[src/rtl/pipe_hazard_ctrl.sv]
// Hazard and stall controller for the five-stage MIPS32 pipeline.
// Sequences memory-wait freezes, mul/div stalls, taken-branch squashes and load-use stalls.
module pipe_hazard_ctrl #(
  parameter int MULDIV_CYCLES = 4,
  parameter int CNT_W         = 32
) (
  input  logic             clk,
  input  logic             rst,
  input  logic [4:0]       id_rs,
  input  logic [4:0]       id_rt,
  input  logic             id_uses_rs,
  input  logic             id_uses_rt,
  input  logic             ex_mem_read,
  input  logic             ex_reg_write,
  input  logic [4:0]       ex_rd,
  input  logic             muldiv_start,
  input  logic             branch_taken,
  input  logic             mem_stall_req,
  output logic             pc_en,
  output logic             if_id_en,
  output logic             id_ex_en,
  output logic             ex_mem_en,
  output logic             mem_wb_en,
  output logic             if_id_flush,
  output logic             id_ex_flush,
  output logic             ex_mem_flush,
  output logic             mem_wb_flush,
  output logic             muldiv_done,
  output logic [CNT_W-1:0] stall_count
);

  typedef enum logic {RUN, MULDIV} state_t;

  localparam logic [7:0] LP_MD_LOAD = 8'(MULDIV_CYCLES - 1);

  state_t           r_state;
  state_t           w_nextState;
  logic [7:0]       r_cnt;
  logic [7:0]       w_nextCnt;
  logic [CNT_W-1:0] r_stallCount;
  logic             w_loadUse;

  assign w_loadUse = ex_mem_read && ex_reg_write && (ex_rd != 5'd0) &&
                     ((id_uses_rs && (id_rs == ex_rd)) ||
                      (id_uses_rt && (id_rt == ex_rd)));

  // Outputs are combinational from inputs and registered state so every hazard acts at the next edge.
  always_comb begin
    pc_en        = 1'b1;
    if_id_en     = 1'b1;
    id_ex_en     = 1'b1;
    ex_mem_en    = 1'b1;
    mem_wb_en    = 1'b1;
    if_id_flush  = 1'b0;
    id_ex_flush  = 1'b0;
    ex_mem_flush = 1'b0;
    mem_wb_flush = 1'b0;
    muldiv_done  = 1'b0;
    w_nextState  = r_state;
    w_nextCnt    = r_cnt;

    if (rst) begin
      pc_en     = 1'b0;
      if_id_en  = 1'b0;
      id_ex_en  = 1'b0;
      ex_mem_en = 1'b0;
      mem_wb_en = 1'b0;
    end else if (mem_stall_req) begin
      pc_en        = 1'b0;
      if_id_en     = 1'b0;
      id_ex_en     = 1'b0;
      ex_mem_en    = 1'b0;
      mem_wb_flush = 1'b1;
      // The mul/div keeps counting through a memory wait so the stall is never lengthened beyond the wait.
      if ((r_state == MULDIV) && (r_cnt != 8'd0)) begin
        w_nextCnt = r_cnt - 8'd1;
      end
    end else if (((r_state == RUN) && muldiv_start) ||
                 ((r_state == MULDIV) && (r_cnt != 8'd0))) begin
      pc_en        = 1'b0;
      if_id_en     = 1'b0;
      id_ex_en     = 1'b0;
      ex_mem_flush = 1'b1;
      if (r_state == RUN) begin
        w_nextState = MULDIV;
        w_nextCnt   = LP_MD_LOAD;
      end else begin
        w_nextCnt = r_cnt - 8'd1;
      end
    end else if (r_state == MULDIV) begin
      muldiv_done = 1'b1;
      w_nextState = RUN;
    end else if (branch_taken) begin
      if_id_flush = 1'b1;
    end else if (w_loadUse) begin
      pc_en       = 1'b0;
      if_id_en    = 1'b0;
      id_ex_flush = 1'b1;
    end
  end

  always_ff @(posedge clk or posedge rst) begin
    if (rst) begin
      r_state      <= RUN;
      r_cnt        <= 8'd0;
      r_stallCount <= '0;
    end else begin
      r_state <= w_nextState;
      r_cnt   <= w_nextCnt;
      if (!pc_en && (r_stallCount != {CNT_W{1'b1}})) begin
        r_stallCount <= r_stallCount + CNT_W'(1);
      end
    end
  end

  assign stall_count = r_stallCount;

endmodule

[config.mk]
export PLATFORM = sky130hd
export DESIGN_NAME = pipe_hazard_ctrl
export DESIGN_NICKNAME = d
export VERILOG_FILES = /design/src/rtl/pipe_hazard_ctrl.sv
export SDC_FILE = /design/constraint.sdc
export NUM_CORES = 1
export LEC_CHECK = 0
export CORE_MARGIN = 8
export CORE_UTILIZATION = 32
export DETAILED_ROUTE_END_ITERATION = 12
export MAX_ROUTING_LAYER = met4
export PLACE_DENSITY = 0.68
export SKIP_CTS_REPAIR_TIMING = 1
export SLEW_MARGIN = 20
export SYNTH_ARGS = -nofsm -noshare
export SYNTH_HDL_FRONTEND = slang
export SYNTH_SLANG_ARGS = --single-unit
export TNS_END_PERCENT = 10
[constraint.sdc]
create_clock -name clk -period 3.2 [get_ports clk]
set_input_delay 0.96 -clock clk [delete_from_list [all_inputs] [get_ports clk]]
set_output_delay 0.96 -clock clk [all_outputs]
set_load 0.005 [all_outputs]
==> results of run 1 <==
## registers in the layout (all words and copies together) (netlist names)
name         flops
r_state          1
stall_count     32
r_cnt            8
## Yosys cell counts (2+ instances only)
cell     count  area [µm²]
dfrtp_1     41        1030
xor2_1      27         236
nand2_1     19        71.3
nor2_1      15        56.3
xnor2_1     14         123
nor3_1      13        65.1
nor4_1      11        68.8
inv_1       10        37.5
o21ai_0      9        45.0
nand3_1      8        40.0
nand4_1      6        37.5
a21oi_1      5        25.0
nor4b_1      5        43.8
nor4b_2      4        60.1
and3_1       3        18.8
and4_1       3        26.3
buf_2        3        15.0
buf_4        3        22.5
ha_1         3        37.5
nor3b_1      3        22.5
a31oi_1      2        12.5
and2_1       2        12.5
nand4_2      2        25.0
nor3_2       2        20.0
nor4_4       2        42.5
o21ai_1      2        10.0
or2_2        2        12.5
or4_1        2        15.0
## layout make-up
type	count	area [µm²]
fillers	725	3790
multi-input cells	174	1230
flip-flops and latches	41	1030
repair buffers	84	813
well taps	99	124
clock buffers	5	68.8
clock inverters	3	43.8
inverters	10	37.5
## cells by family after synthesis
| family | after synthesis | share of synthesized area |
|---|---|---|
| multiplexers | 1 | 0.00483 |
| AO/OA/AOI/OAI | 23 | 0.0607 |
| AND/OR/NAND/NOR | 106 | 0.287 |
| buffers and inverters | 17 | 0.0370 |
| adder cells (fa/ha/maj) | 3 | 0.0161 |
| XOR/XNOR | 41 | 0.154 |
| flip-flops | 41 | 0.440 |
## worst max-delay path by stage
stage | endpoint | from | depth (start not counted)
after floorplan | pc_en | muldiv_start | 6
after global placement | pc_en | ex_rd[4] | 7
after detailed placement | pc_en | ex_rd[1] | 7
after CTS | pc_en | ex_rd[4] | 7
after global routing | id_ex_en | muldiv_start | 6
final | id_ex_en | muldiv_start | 6
## through the flow
stage | instances | hold slack, ps
3_3_place_gp | 407 | 468
4_1_cts | 415 | 491
3_5_place_dp | 407 | 481
6_report | 416 | 495
2_1_floorplan | 232 | 455
5_1_grt | 416 | 511
## per-layer routing
metal / wire length (µm) / GRT usage / vias to the layer above
met5: 0 / - / -
met3: 293 / 0.0323 / 9
li1: - / - / 991
met4: 94 / 0.0470 / 0
met2: 2860 / 0.192 / 46
met1: 2760 / 0.147 / 995
## power by group
group,switching [mW],internal [mW],total (mW)
registers,0.149,0.632,0.781
clock network,0.196,0.234,0.430
logic,0.185,0.279,0.464
total,0.529,1.15,1.67
## critical path, delay by kind of cell
kind / cells / cell delay, ps
compound gates: 1 / 70
buf+inv: 3 / 1070
simple gates: 2 / 340
==> results.md, run 1 <==
- Status: finished with violations
- Violated checks: negative setup slack
- Layout cell share with drive strength beyond 1: 0.148
- Setup WS post-layout: -202 ps
- Clock Sinks: 41
- Power Dens Cells: 500 nW/µm²
- Final min period: 3400 ps
- Final setup TNS: -316 ps
- Top_reg_cell synth: dfrtp_1
- TritonRoute pass-1 iters: 4
- Placed wire-length estimate: 4350 µm
- DR vias/cell: 4.91
- Input/output buffers: 65
- Final Net Count: 343
- #FFs+latches synth: 41
- Area post-placement: 3190 µm²
- DRT antenna net count: 0
- Antenna cells: 0
- Total Wirelength: 6020 µm
- Post-synthesis cell count: 232
- HP Start: stall_count[31]
- Vias in the first global route: 2059
- Netlist cell types: 39
- Worst R2R End: stall_count[1]
- Global-route wire length before repair: 9890 µm
- Commonest non-fill, non-tap cell in the layout: clkdlybuf4s50_1
- Initial core utilization: 0.327
- Initial DRC count: 122
- Yosys warns: 0
- EDFF count, synth: 0
- Power Total: 1.67 mW
- Req. time, crit path: 2240 ps
- CP arrival: 2440 ps
- Worst skew pair latency: 300 ps
- Hold Path End: stall_count[31]
- Most frequent cells in the layout: 48 x clkdlybuf4s50_1, 41 x dfrtp_1, 27 x xor2_1
- Hold/Removal Path Class: flop to flop
- Max clock buf depth: 2
- Placeable Area: 7140 µm²
- CP Cell Sequence: clkdlybuf4s50_1 > nor2_1 > a31oi_2 > nor3_2 > buf_4 > clkdlybuf4s50_1
- R2R depth: 9
- GR Util All Layers: 0.122
- Area grow syn2layout: 43.6%
- CTS H-tree depth: 2
- IO Pins: 66
- # DRC: 0
- Routed len/inst: 14.5 µm
- Max Freq: 294 MHz
- Inserted Clock Buffers: 5
- Root Driver: clkbuf_8
- Startpoint type of the worst setup path: input port
- CTS tree: built
- Setup Slack @ Placement: -458 ps
- Rows: 31
- RSZ-0062 raised after global routing: yes
- Maximum vdd drop: 0.347 mV
- Total global routing overflow: 0
- Die height: 101 µm
- Fin area: 3350 µm²
- Synth Area per Inst: 10.0 µm²
- Clk slew on worst S/H paths: 80 ps
- Die X: 101 µm
- CP max FO: 3
- Endpoints failing setup: 3
- Sequential fraction of the synthesis area: 0.440
- Syn nets: 259
- Vias: 2041
- Slew @ Worst Pin: 550 ps
- FFs w/ async S/R, synth: 1.00
- Final Hold Vio Count: 0
- Critical path class: input port to output port
- Die area: 10300 µm²
- Mapped Area: 2330 µm²
- Crit-path max cell delay: 490 ps
- Slew Limit Fails: 0
- Slowest library cell on the worst path: clkdlybuf4s50_1
- Setup slack, reg-to-reg: 680 ps
- Pleak: 1.51 nW
- Initial antenna violation count: 0
- Worst hold stages: 1
- Final period utilization: 1.06
- Cell mode on critical path: clkdlybuf4s50_1
- Setup Skew: 16.2 ps
- MaxCap Viol Count: 0
- R2R Path Start: r_cnt[0]
- GP Congestion: 0.855
- Largest net degree at the start of global routing: 44
- Max_slew headroom: 0.634
- Core Util, Final: 0.469
- CP endpoint kind: output port
Power figures use the tool's default switching activity.
==> inputs of run 2 (changes only) <==
CORE_MARGIN = unset   (was 8)
CTS_BUF_LIST = sky130_fd_sc_hd__clkbuf_8   (was unset)
DONT_BUFFER_PORTS = 1   (was unset)
PLACE_DENSITY = 0.57   (was 0.68)
==> run 2 against run 1 <==
  * The run now ends clean
  * Register-to-register slack worse by 100 ps
  * Via count down 17%
  * Non-clock buffer count down 79
  * Fmax up 16%
  * Combinational power down 43%
  * Hold slack better by 16 ps
  * Die area down 26%
  * Largest power group unchanged
==> results.md, run 2 (synthesis results as in run 1) <==
- Pleak: 1.01 nW
- Final Hold Vio Count: 0
- Worst R2R End: stall_count[1]
- MaxCap Viol Count: 0
- GR Util All Layers: 0.135
- R2R depth: 7
- Req. time, crit path: 2240 ps
- R2R Path Start: r_cnt[5]
- Final Net Count: 264
- Antenna cells: 0
- Clock Sinks: 41
- Slowest library cell on the worst path: dfrtp_1
- Area post-placement: 2440 µm²
- Max FFs per register: 32
- CP endpoint kind: output port
- Startpoint type of the worst setup path: flop
- CTS tree: built
- Placed wire-length estimate: 3600 µm
- Initial antenna violation count: 0
- Hold Path End: stall_count[15]
- Clk slew on worst S/H paths: 80 ps
- Maximum vdd drop: 0.269 mV
- Vias: 1692
- CP max FO: 7
- GP Congestion: 0.791
- Final setup TNS: 0 ps
- Highest routed metal layer: met4
- Largest net degree at the start of global routing: 28
- Crit-path max cell delay: 430 ps
- Max_slew headroom: 0.634
- Root Driver: clkbuf_8
- TritonRoute pass-1 iters: 4
- Worst hold stages: 1
- Worst skew pair latency: 280 ps
- Die X: 87.4 µm
- Slew Limit Fails: 0
- DR vias/cell: 5.07
- Status: finished clean
- CP Cell Sequence: nor4_4 > a31oi_1 > nor3_2 > a21boi_4
- Power Dens Cells: 565 nW/µm²
- # DRC: 0
- Commonest non-fill, non-tap cell in the layout: dfrtp_1
- Setup slack, reg-to-reg: 580 ps
- HP Start: stall_count[15]
- Met3 wire len: 254 µm
- Final min period: 2930 ps
- CTS H-tree depth: 2
- Inserted Clock Buffers: 5
- Most frequent cells in the layout: 41 x dfrtp_1, 27 x xor2_1, 19 x nand2_1
- Fill cells: 714
- Routed met1 length: 2200 µm
- Total global routing overflow: 0
- IO Pins: 66
- Routed len/inst: 14.5 µm
- Total Wirelength: 4850 µm
- Area grow syn2layout: 9.23%
- Layout cell share with drive strength beyond 1: 0.122
- Initial DRC count: 68
- DRT antenna net count: 0
- Slew @ Worst Pin: 546 ps
- Max clock buf depth: 2
- Input/output buffers: 0
- Fin area: 2550 µm²
- Critical path class: flop to output port
- DR WL met2: 2350 µm
- Die height: 87.4 µm
- Placeable Area: 6910 µm²
- Die area: 7630 µm²
- Vias in the first global route: 1613
- Global-route wire length before repair: 7920 µm
- CP arrival: 1970 ps
- Final period utilization: 0.915
- Hold/Removal Path Class: flop to flop
- Setup Skew: 6.10 ps
- Max Freq: 342 MHz
- Initial core utilization: 0.338
- Rows: 30
- RSZ-0062 raised after global routing: no
- Endpoints failing setup: 0
run 2: cell types whose count changed in the layout (fill, tap and decap cells not counted), moves of 2 or more:
cell,change
buf_4,-14
clkbuf_8,+2
clkdlybuf4s50_1,-48
clkbuf_2,-2
dlymetal6s2s_1,-14
run 2: final cells by class:
| class | count | area (µm²) | share of cell area |
|---|---|---|---|
| multi-input combinational | 174 | 1220 | 0.481 |
| sequential | 41 | 1030 | 0.403 |
| tap | 96 | 120 | 0.0472 |
| clock buffer | 7 | 96.3 | 0.0378 |
| timing repair buffer | 5 | 37.5 | 0.0147 |
| inverter | 10 | 37.5 | 0.0147 |
| clock inverter | 1 | 5.00 | 0.00197 |
run 2: per-stage QoR:
step	hold WS, ps	utilization	power (mW)	cells	worst slack (ps)
finish	511	0.369	1.44	334	272
floorplan	455	-	0.990	232	325
global route	545	0.369	1.55	334	62.7
detailed placement	488	0.353	1.08	326	446
global placement	467	0.353	1.07	326	475
CTS	499	0.368	1.46	334	195
run 2: critical path, delay by kind of cell, from the launching register on:
kind,cells,cell delay [ps]
AND/OR/NAND/NOR,2,660
AO/OA/AOI/OAI,2,600
flip-flops,1,430
run 2: how the worst max path moves through the flow:
stage	from	endpoint	slack, ps	cells past startpoint
2_1_floorplan	muldiv_start	pc_en	330	6
3_3_place_gp	muldiv_start	pc_en	470	4
3_5_place_dp	ex_rd[4]	id_ex_flush	450	4
4_1_cts	r_cnt[0]	pc_en	190	6
5_1_grt	r_cnt[0]	pc_en	60	6
6_report	r_cnt[5]	pc_en	270	4
run 2: metal layers:
metal	vias up	GRT usage
met5	-	-
met4	0	0.0313
met3	2	0.0389
met2	41	0.214
met1	817	0.168
li1	832	-
run 2: report_power, final:
group	leakage (nW)	switching, mW	internal [mW]	total (mW)
logic	0.502	0.133	0.133	0.266
registers	0.458	0.172	0.632	0.804
clock network	0.0542	0.174	0.195	0.369
total	1.01	0.479	0.960	1.44
